[src/rtl/seg_scan_ctrl.sv]
// Scan controller for the 8-digit seven-segment display: walks the enabled digits,
// holds each for a programmable dwell and blanks between digits to avoid ghosting.
module seg_scan_ctrl #(
   parameter int                 DWELL_W   = 16,
   parameter logic [DWELL_W-1:0] DWELL_RST = 16'd50000,
   parameter int                 GAP_CYC   = 4,
   parameter logic [11:0]        CFG_ADDR  = 12'h004
) (
   input  logic        clk,
   input  logic        rst,
   input  logic [11:0] i_addr,
   input  logic        i_wen,
   input  logic [31:0] i_wdata,
   output logic [31:0] o_rdata,
   output logic [7:0]  o_led_en,
   output logic [2:0]  o_digit_sel,
   output logic        o_seg_blank,
   output logic        o_frame_tick
);

   typedef enum logic [1:0] {S_IDLE, S_DWELL, S_GAP} state_t;

   localparam logic [DWELL_W-1:0] GAP_LOAD = DWELL_W'(GAP_CYC - 1);

   state_t             r_state;
   state_t             w_state_nxt;
   logic [DWELL_W-1:0] r_cnt;
   logic [DWELL_W-1:0] w_cnt_nxt;
   logic [DWELL_W-1:0] r_dwell;
   logic [7:0]         r_mask;
   logic               r_scan_en;
   logic [7:0]         r_led_en;
   logic [7:0]         w_led_nxt;
   logic [2:0]         r_digit_sel;
   logic [2:0]         w_sel_nxt;
   logic               r_seg_blank;
   logic               w_blank_nxt;
   logic               r_frame_tick;
   logic               w_tick_nxt;
   logic               w_cfg_wr;
   logic [7:0]         w_mask_eff;
   logic [DWELL_W-1:0] w_dwell_load;
   logic               w_unused;

   function automatic logic [2:0] f_lowest(input logic [7:0] m);
      logic [2:0] idx;
      idx = 3'd0;
      for (int i = 7; i >= 0; i--) begin
         if (m[i]) idx = 3'(i);
      end
      return idx;
   endfunction

   // Next enabled digit strictly after cur, wrapping; returns cur if it is the only one.
   function automatic logic [2:0] f_next(input logic [7:0] m, input logic [2:0] cur);
      logic [2:0] idx;
      logic [2:0] cand;
      logic       found;
      idx   = cur;
      found = 1'b0;
      for (int k = 1; k <= 8; k++) begin
         cand = cur + 3'(k);
         if (!found && m[cand]) begin
            idx   = cand;
            found = 1'b1;
         end
      end
      return idx;
   endfunction

   assign w_cfg_wr     = i_wen && (i_addr == CFG_ADDR);
   assign w_mask_eff   = w_cfg_wr ? i_wdata[23:16] : r_mask;
   assign w_dwell_load = (r_dwell == '0) ? '0 : r_dwell - DWELL_W'(1);
   assign w_unused     = &{1'b0, i_wdata[31:25]};

   assign o_rdata      = (i_addr == CFG_ADDR) ? {7'd0, r_scan_en, r_mask, r_dwell} : 32'd0;
   assign o_led_en     = r_led_en;
   assign o_digit_sel  = r_digit_sel;
   assign o_seg_blank  = r_seg_blank;
   assign o_frame_tick = r_frame_tick;

   always_ff @(posedge clk or posedge rst) begin
      if (rst) begin
         r_dwell   <= DWELL_RST;
         r_mask    <= 8'hFF;
         r_scan_en <= 1'b1;
      end else if (w_cfg_wr) begin
         r_dwell   <= i_wdata[DWELL_W-1:0];
         r_mask    <= i_wdata[23:16];
         r_scan_en <= i_wdata[24];
      end
   end

   always_ff @(posedge clk or posedge rst) begin
      if (rst) begin
         r_state      <= S_IDLE;
         r_cnt        <= '0;
         r_led_en     <= 8'hFF;
         r_digit_sel  <= 3'd0;
         r_seg_blank  <= 1'b1;
         r_frame_tick <= 1'b0;
      end else begin
         r_state      <= w_state_nxt;
         r_cnt        <= w_cnt_nxt;
         r_led_en     <= w_led_nxt;
         r_digit_sel  <= w_sel_nxt;
         r_seg_blank  <= w_blank_nxt;
         r_frame_tick <= w_tick_nxt;
      end
   end

   // Outputs are computed for the state being entered, so they line up with it after the edge.
   always_comb begin
      w_state_nxt = r_state;
      w_cnt_nxt   = r_cnt;
      w_led_nxt   = r_led_en;
      w_sel_nxt   = r_digit_sel;
      w_blank_nxt = r_seg_blank;
      w_tick_nxt  = 1'b0;
      if (!r_scan_en || (r_mask == 8'd0)) begin
         w_state_nxt = S_IDLE;
         w_cnt_nxt   = '0;
         w_led_nxt   = 8'hFF;
         w_blank_nxt = 1'b1;
      end else begin
         case (r_state)
            S_IDLE: begin
               w_state_nxt = S_DWELL;
               w_sel_nxt   = f_lowest(r_mask);
               w_led_nxt   = ~(8'd1 << w_sel_nxt);
               w_blank_nxt = 1'b0;
               w_tick_nxt  = 1'b1;
               w_cnt_nxt   = w_dwell_load;
            end
            S_DWELL: begin
               if (r_cnt == '0) begin
                  w_state_nxt = S_GAP;
                  w_cnt_nxt   = GAP_LOAD;
                  w_led_nxt   = 8'hFF;
                  w_blank_nxt = 1'b1;
               end else begin
                  w_cnt_nxt = r_cnt - DWELL_W'(1);
               end
            end
            S_GAP: begin
               if (r_cnt != '0) begin
                  w_cnt_nxt = r_cnt - DWELL_W'(1);
               end else if (w_mask_eff == 8'd0) begin
                  w_state_nxt = S_IDLE;
                  w_cnt_nxt   = '0;
               end else begin
                  w_state_nxt = S_DWELL;
                  w_sel_nxt   = f_next(w_mask_eff, r_digit_sel);
                  w_led_nxt   = ~(8'd1 << w_sel_nxt);
                  w_blank_nxt = 1'b0;
                  w_tick_nxt  = (w_sel_nxt <= r_digit_sel);
                  w_cnt_nxt   = w_dwell_load;
               end
            end
            default: begin
               w_state_nxt = S_IDLE;
               w_cnt_nxt   = '0;
               w_led_nxt   = 8'hFF;
               w_blank_nxt = 1'b1;
            end
         endcase
      end
   end

endmodule

[config.mk]
export PLATFORM = sky130hd
export DESIGN_NAME = seg_scan_ctrl
export DESIGN_NICKNAME = d
export VERILOG_FILES = /design/src/rtl/seg_scan_ctrl.sv
export SDC_FILE = /design/constraint.sdc
export NUM_CORES = 1
export LEC_CHECK = 0
export BUFFER_PORTS_ARGS = -buffer_cell sky130_fd_sc_hd__buf_2
export CAP_MARGIN = 20
export CORE_MARGIN = 2
export CORE_UTILIZATION = 30
export CTS_CLUSTER_SIZE = 28
export DETAILED_ROUTE_END_ITERATION = 12
export GPL_ROUTABILITY_DRIVEN = 0
export PLACE_DENSITY = 0.59
export SLEW_MARGIN = 5
export SYNTH_ARGS = -nofsm -noshare
export SYNTH_HDL_FRONTEND = slang
export SYNTH_SLANG_ARGS = --single-unit
[constraint.sdc]
create_clock -name clk -period 5.4 [get_ports clk]
set_clock_uncertainty 0.05 [all_clocks]
set_input_delay 1.08 -clock clk [delete_from_list [all_inputs] [get_ports clk]]
set_output_delay 1.08 -clock clk [all_outputs]
set_load 0.1 [all_outputs]
==> results of run 1 <==
-- flip-flops by register name, indices dropped and copies added (netlist names) --
| signal | flops |
|---|---|
| o_digit_sel | 3 |
| r_cnt | 16 |
| r_dwell | 16 |
| r_mask | 8 |
| r_state | 2 |
| o_led_en | 8 |
| r_scan_en | 1 |
| o_seg_blank | 1 |
| o_frame_tick | 1 |
-- layout make-up --
| type | instances | area [um^2] | area share |
|---|---|---|---|
| Inverter | 26 | 97.6 | 0.0178 |
| Timing Repair Buffer | 117 | 687 | 0.125 |
| Clock buffer | 5 | 125 | 0.0228 |
| Multi-Input combinational cell | 420 | 2900 | 0.528 |
| Tap cell | 188 | 235 | 0.0428 |
| Sequential cell | 56 | 1430 | 0.260 |
| Clock inverter | 3 | 21.3 | 0.00387 |
-- worst paths after layout --
check,startpoint,to,slack (ps)
worst min register to register,r_scan_en,r_scan_en,430
worst max register to register,o_digit_sel[1],o_frame_tick,940
min in group asynchronous,rst,r_dwell[3],920
worst max-delay path,i_addr[9],o_frame_tick,180
max in group asynchronous,rst,o_digit_sel[1],3910
worst min-delay path,r_scan_en,r_scan_en,430
-- synth_stat cells, types with 4 or more instances --
cell type | n | area (um^2)
buf_4 | 8 | 60.1
dfstp_2 | 24 | 631
a21boi_1 | 4 | 30.0
o21ai_0 | 15 | 75.1
nand2_1 | 64 | 240
mux2i_1 | 4 | 40.0
a21oi_1 | 21 | 105
or4_1 | 6 | 45.0
o22ai_1 | 4 | 25.0
nand3_1 | 7 | 35.0
mux4_2 | 13 | 293
xnor2_1 | 20 | 175
o21ai_1 | 6 | 30.0
a31oi_1 | 4 | 25.0
o22a_1 | 10 | 87.6
ha_1 | 9 | 113
buf_1 | 4 | 15.0
mux2_1 | 7 | 78.8
nor3_1 | 17 | 85.1
clkbuf_1 | 16 | 60.1
nand4_1 | 4 | 25.0
nor2_1 | 60 | 225
inv_1 | 23 | 86.3
a22oi_1 | 4 | 30.0
and2_1 | 24 | 150
xor2_1 | 10 | 87.6
dfrtp_1 | 32 | 801
a41oi_1 | 8 | 70.1
nor4_1 | 19 | 119
-- power groups by stage --
stage / sequential [mW] / clock (mW) / combinational (mW)
floorplan: 0.430 / 0 / 0.0536
global placement: 0.430 / 0 / 0.0809
detailed placement: 0.430 / 0 / 0.0828
CTS: 0.423 / 0.345 / 0.0830
global route: 0.423 / 0.361 / 0.0904
finish: 0.423 / 0.331 / 0.0831
-- layout by cell type, fill, tap and decap left out, types with 8 or more instances in the layout --
cell type  netlist  final
xor2_1          10     10
nand2_1         64     64
inv_1           23     22
o21ai_0         15     15
o22a_1          10     10
nor2_1          60     60
dfstp_2         24     24
dfrtp_1         32     32
buf_4            8     38
nor3_1          17     17
and2_1          24     24
nor4_1          19     19
mux4_2          13     13
a41oi_1          8      8
buf_2            3     78
xnor2_1         20     20
a21oi_1         21     20
ha_1             9      9
-- per-layer routing --
| metal | GRT usage | share of wire | vias to the layer above |
|---|---|---|---|
| met1 | 0.212 | 0.45 | 2156 |
| li1 | - | - | 2119 |
| met4 | 0.0420 | 0.014 | 0 |
| met5 | 0 | 0 | - |
| met2 | 0.283 | 0.50 | 137 |
| met3 | 0.0239 | 0.040 | 17 |
-- logic make-up after synthesis --
logic type                 count (synthesis)
and+or+nand+nor                          229
AOI/OAI and AO/OA                        119
buffers and inverters                     58
DFF                                       56
xor gates and xnor gates                  31
muxes                                     25
adders and majority gates                  9
other                                      1
-- what timing repair did --
item	in CTS	in global routing
setup endpoints to repair	0	1
hold endpoints to repair	0	0
setup buffers	0	1
resized for setup	0	4
-- worst min-delay path, delay by kind of cell, from the launching register on --
kind,cells,cell delay [ps]
DFF,1,390
and+or+nand+nor,2,90
-- through the flow --
stage	cell area [um^2]	TNS (ps)	total power, mW	setup WS, ps	cells
global placement	5320	-50.6	0.511	-50.6	805
detailed placement	5330	-141	0.513	-141	806
CTS	5480	0	0.850	178	814
finish	5500	0	0.837	183	815
floorplan	4580	-3550	0.484	-507	534
global route	5500	0	0.875	14.5	815
==> out/qor.tcl, run 1 <==
set qor(result_of_the_run) {finished clean}
set qor(max-vdd-ir-drop_uv) 126
set qor(yosysWarnings) 0
set qor(powerDensity_mw_per_mm2) 152
set qor(synth.area.mux_share) 0.0929
set qor(routed_via_density) 5.43
set qor(worstSetupStartpointType) {primary input}
set qor(ys_seq_area_frac) 0.314
set qor(grt_pass1_wl_mm) 21.7
set qor(port_buffer_count) 77
set qor(post_route_cells_drive_above_1_share) 0.292
set qor(hold_viol) 0
set qor(fill_cells) 1563
set qor(adder_cell_area_share_of_the_yosys_netlist) 0.0247
set qor(total_switching_power_mw) 0.216
set qor(crit_path_end_kind) {flop}
set qor(post_synth_xor_area_fraction) 0.0613
set qor(initial_utilization) 0.303
set qor(worstPathBufferInverterCount) 2
set qor(finish.net_count) 682
set qor(largest_family_of_logic_cells_by_synthesized_area) {simple AND/OR/NAND/NOR gates}
set qor(pin_count_of_the_biggest_net_entering_global_routing) 57
set qor(finalHoldWorstSlack_ps) 428
set qor(clkLatencyLatePin_ps) 300
set qor(cts.sinks) 56
set qor(critPathMaxStageDelay_ps) 550
set qor(comb_power_share) 0.099
set qor(floorplan.rows) 45
set qor(final_routed_wirelength_across_all_metal_layers_mm) 12.8
set qor(detailed_place_hpwl_mm) 9.95
set qor(synth_compound_area_frac) 0.194
set qor(register_bit_count_reported_by_yosys) 56
set qor(crit_path_max_fanout) 7
set qor(layout_min_cycle_time_ps) 5220
set qor(die-width_um) 127
set qor(synthSimpleGateAreaFrac) 0.255
set qor(synth.distinct_cells) 80
set qor(power_report.internal_total_mw) 0.621
set qor(min-delay-path-class) {reg -> reg}
set qor(first_global_vias) 4451
set qor(timing.critical_path.cells) {buf_2, or4_4, nor4_4, buf_6, mux4_2, mux4_2, or2_1, or3_4, o221a_1, o22a_2, ha_1, a21o_1, a21oi_2, a311oi_1, nor4_1}
set qor(synthesis.area_mm2) 0.00455
set qor(worst-endpoint-required_ps) 5540
set qor(route.detailed.drc) 0
set qor(rsz0062_at_grt) {no}
set qor(slew_headroom) 0.458
set qor(setup_viol_count_final) 0
set qor(seq_power_share) 0.505
set qor(clock_tree.htree_level_count) 2
set qor(via_count) 4429
set qor(setup.worst_path.class) {in -> reg}
set qor(worst_hold_path.num_cells) 2
set qor(avgRoutedWirePerCell_um) 15.6
set qor(die_span_y_um) 127
set qor(synth_edf_count) 0
set qor(numCtsBuffers) 5
set qor(synth_top_flop_cell) {dfrtp_1}
set qor(power.share.clock) 0.396
set qor(synthesis.instances) 528
set qor(first_iter_violations) 239
set qor(bufs_on_longest_clock_path) 2
set qor(worst_path_max_delay_cell) {or4_4}
set qor(total_leakage_power_nw) 2.53
set qor(fmaxAchievable_ghz) 0.192
set qor(final_min_period_over_clock_period) 0.966
set qor(utilization) 0.366
set qor(core_mm2) 0.0150
set qor(tritoncts) {built}
set qor(clock_pin_slew_reported_for_the_worst_setup_and_hold_paths_after_clock_tree_synthesis_ps) 80
set qor(fp.dieArea_mm2) 0.0162
set qor(synthArstFlopShare) 1.00
set qor(number_of_cells_on_the_worst_reg_to_reg_path) 15
set qor(io_pins) 92
set qor(hold_buffers) 0
set qor(clk_root_buffer_cell) {clkbuf_16}
set qor(cap_violations) 0
set qor(detail-route-antenna-nets) 0
set qor(globalRoute.totalOverflow) 0
set qor(diodes) 0
set qor(initial_antenna_violation_count) 0
set qor(sw_frac_of_total) 0.258
set qor(cell_repeated_most_along_the_worst_path) {mux4_2}
set qor(final_max_slew_viol_count) 0
set qor(synth.avg_cell_area_um2) 8.62
set qor(timing_worst_slew_pin_value_ps) 807
set qor(area_growth_syn_to_layout_pct) 20.8
set qor(cp.depth) 15
set qor(globalRouteTotalUtil) 0.162
set qor(worst_ep_arrival_time_ps) 5350
set qor(drt_pre_antenna_iters) 5
set qor(cp_top_family) {simple AND/OR/NAND/NOR gates}
Power figures use the tool's default switching activity.
==> run 2: changes to the inputs <==
--- a/config.mk
+++ b/config.mk
@@ -11,7 +11,6 @@
 export CORE_UTILIZATION = 30
 export CTS_CLUSTER_SIZE = 28
 export DETAILED_ROUTE_END_ITERATION = 12
-export GPL_ROUTABILITY_DRIVEN = 0
 export PLACE_DENSITY = 0.59
 export SLEW_MARGIN = 5
 export SYNTH_ARGS = -nofsm -noshare
==> constraint.sdc (replaced) <==
create_clock -name clk -period 6.2 [get_ports clk]
set_clock_uncertainty 0.05 [all_clocks]
set_input_delay 1.24 -clock clk [delete_from_list [all_inputs] [get_ports clk]]
set_output_delay 1.24 -clock clk [all_outputs]
set_load 0.1 [all_outputs]
==> run 2 against run 1 <==
Effect of this change:
- combinational power fell by 19%
- via count shrank 1.6%
- clock power shrank 11%
- first-iteration DRC count rose by 66%
- worst setup slack improved by 380 ps
- cell area fell by 3.3%
- worst hold slack improved by 1.1 ps
- largest cell class unchanged
==> out/qor.tcl, run 2 (synthesized netlist as in run 1, its figures left out) <==
set qor(most-common-layout-cells) {buf_2 (78), nand2_1 (64), nor2_1 (60)}
set qor(globalRoute.totalOverflow) 0
set qor(fp.dieArea_mm2) 0.0162
set qor(initial_antenna_violation_count) 0
set qor(worst_path_max_delay_cell) {o41ai_1}
set qor(largestRegisters) {r_cnt: 16 flops, r_dwell: 16 flops}
set qor(timing_worst_slew_pin_value_ps) 826
set qor(bufs_on_longest_clock_path) 2
set qor(number_of_cells_on_the_worst_reg_to_reg_path) 14
set qor(first_global_vias) 4306
set qor(post_route_cells_drive_above_1_share) 0.260
set qor(post-route-worst-setup-slack_ps) 563
set qor(via_count) 4357
set qor(fmaxAchievable_ghz) 0.177
set qor(timing.critical_path.cells) {buf_2, or4_1, buf_4, o41ai_1, a22oi_1, mux4_2, or2_1, or3_1, o221a_1, o22a_2, ha_1, a21o_1, a21oi_1, a311oi_1, nor4_1}
set qor(result_of_the_run) {finished clean}
set qor(dr.max_layer_used) {met4}
set qor(die_span_y_um) 127
set qor(finish.cell_count_without_fillers) 793
set qor(layout_min_cycle_time_ps) 5640
set qor(clk_root_buffer_cell) {clkbuf_16}
set qor(placed_area_mm2) 0.00516
set qor(die-width_um) 127
set qor(seq_power_share) 0.505
set qor(globalRouteTotalUtil) 0.160
set qor(floorplan.rows) 45
set qor(detail_route.wirelength.met1_mm) 5.61
set qor(final_max_slew_viol_count) 0
set qor(power.share.clock) 0.403
set qor(worst_ep_arrival_time_ps) 5780
set qor(met2_wirelength_mm) 6.23
set qor(route.detailed.drc) 0
set qor(routed_via_density) 5.49
set qor(clock_tree.htree_level_count) 2
set qor(crit_path_end_kind) {flop}
set qor(pin_count_of_the_biggest_net_entering_global_routing) 57
set qor(detailed_place_hpwl_mm) 9.68
set qor(max-vdd-ir-drop_uv) 93.1
set qor(total_leakage_power_nw) 2.43
set qor(initial_utilization) 0.303
set qor(total_switching_power_mw) 0.181
set qor(grt_pass1_wl_mm) 21.6
set qor(met3WireLength_um) 579
set qor(drt_pre_antenna_iters) 7
set qor(clock_pin_slew_reported_for_the_worst_setup_and_hold_paths_after_clock_tree_synthesis_ps) 80
set qor(slew_headroom) 0.445
set qor(hold_viol) 0
set qor(worst_hold_path.num_cells) 2
set qor(detail-route-antenna-nets) 0
set qor(power_report.internal_total_mw) 0.549
set qor(cts_resized) 0
set qor(worst-endpoint-required_ps) 6350
set qor(critPathMaxStageDelay_ps) 640
set qor(worstSetupStartpointType) {primary input}
set qor(finalWeightedCongestion) 0.856
set qor(port_buffer_count) 77
set qor(crit_path_max_fanout) 12
set qor(fin_setup_tns_ps) 0
set qor(finish.net_count) 660
set qor(final_routed_wirelength_across_all_metal_layers_mm) 12.5
set qor(post-route-cell-area_mm2) 0.00532
set qor(sw_frac_of_total) 0.248
set qor(fill_cells) 1536
set qor(final_min_period_over_clock_period) 0.909
set qor(cap_violations) 0
set qor(setup_viol_count_final) 0
set qor(setup.worst_path.class) {in -> reg}
set qor(first_iter_violations) 396
set qor(hold_buffers) 0
set qor(pre_cts_ws_ps) 309
set qor(avgRoutedWirePerCell_um) 15.8
set qor(powerDensity_mw_per_mm2) 137
set qor(clkLatencyLatePin_ps) 290
set qor(layout.cells.most_common) {buf_2}
set qor(core_mm2) 0.0150
set qor(place.detailed.instances) 784
set qor(cts.sinks) 56
set qor(tritoncts) {built}
set qor(io_pins) 92
set qor(area_growth_syn_to_layout_pct) 16.8
set qor(cts.repair_timing.setup_buffer_count) 0
set qor(diodes) 0
set qor(numCtsBuffers) 5
set qor(comb_power_share) 0.092
set qor(rsz0062_at_grt) {no}
set qor(min-delay-path-class) {reg -> reg}
## run 2: changes by cell type in the layout (fill, tap and decap cells not counted), sizes merged
cell | previous run | this run
buf | 117 | 95
clkinvlp | 1 | 0
clkbuf | 5 | 6
## run 2: final cells by class
class,instances,area [um^2],share of cell area
clock buffer,6,139,0.0261
clock inverter,2,13.8,0.00259
inverter,26,97.6,0.0183
multi-input combinational,420,2880,0.542
sequential,56,1430,0.269
tap,188,235,0.0442
timing repair buffer,95,518,0.0974
## run 2: critical path, delay by kind of cell
kind	cells	cell delay [ps]
AO/OA/AOI/OAI	7	1870
AND/OR/NAND/NOR	4	1470
multiplexers	1	570
buffers and inverters	2	320
adder cells (fa/ha/maj)	1	320
## run 2: layer usage
| layer | global-route usage | vias to the layer above |
|---|---|---|
| li1 | - | 2077 |
| met1 | 0.211 | 2137 |
| met2 | 0.277 | 133 |
| met3 | 0.0230 | 10 |
| met4 | 0.0388 | 0 |
| met5 | 0 | - |
## run 2: through the flow
stage                     utilization  hold slack, ps  total power, mW
after floorplan                     -             387            0.421
after global placement          0.343             418            0.441
after detailed placement        0.343             423            0.442
after CTS                       0.353             435            0.741
after global routing            0.354             452            0.763
final                           0.354             429            0.729
## run 2: final timing paths
path	startpoint	end	slack, ps
worst max register to register	o_digit_sel[1]	o_frame_tick	1620
worst min-delay path	r_scan_en	r_scan_en	430
worst min register to register	r_scan_en	r_scan_en	430
worst max-delay path	i_addr[9]	o_frame_tick	560
min in group asynchronous	rst	r_dwell[1]	1070
max in group asynchronous	rst	r_state[0]	4550
## run 2: power groups by stage
stage,sequential (mW),clock (mW),combinational [mW]
after floorplan,0.375,0,0.0465
after global placement,0.375,0,0.0664
after detailed placement,0.375,0,0.0676
after CTS,0.368,0.305,0.0679
after global routing,0.368,0.321,0.0738
final,0.368,0.294,0.0674
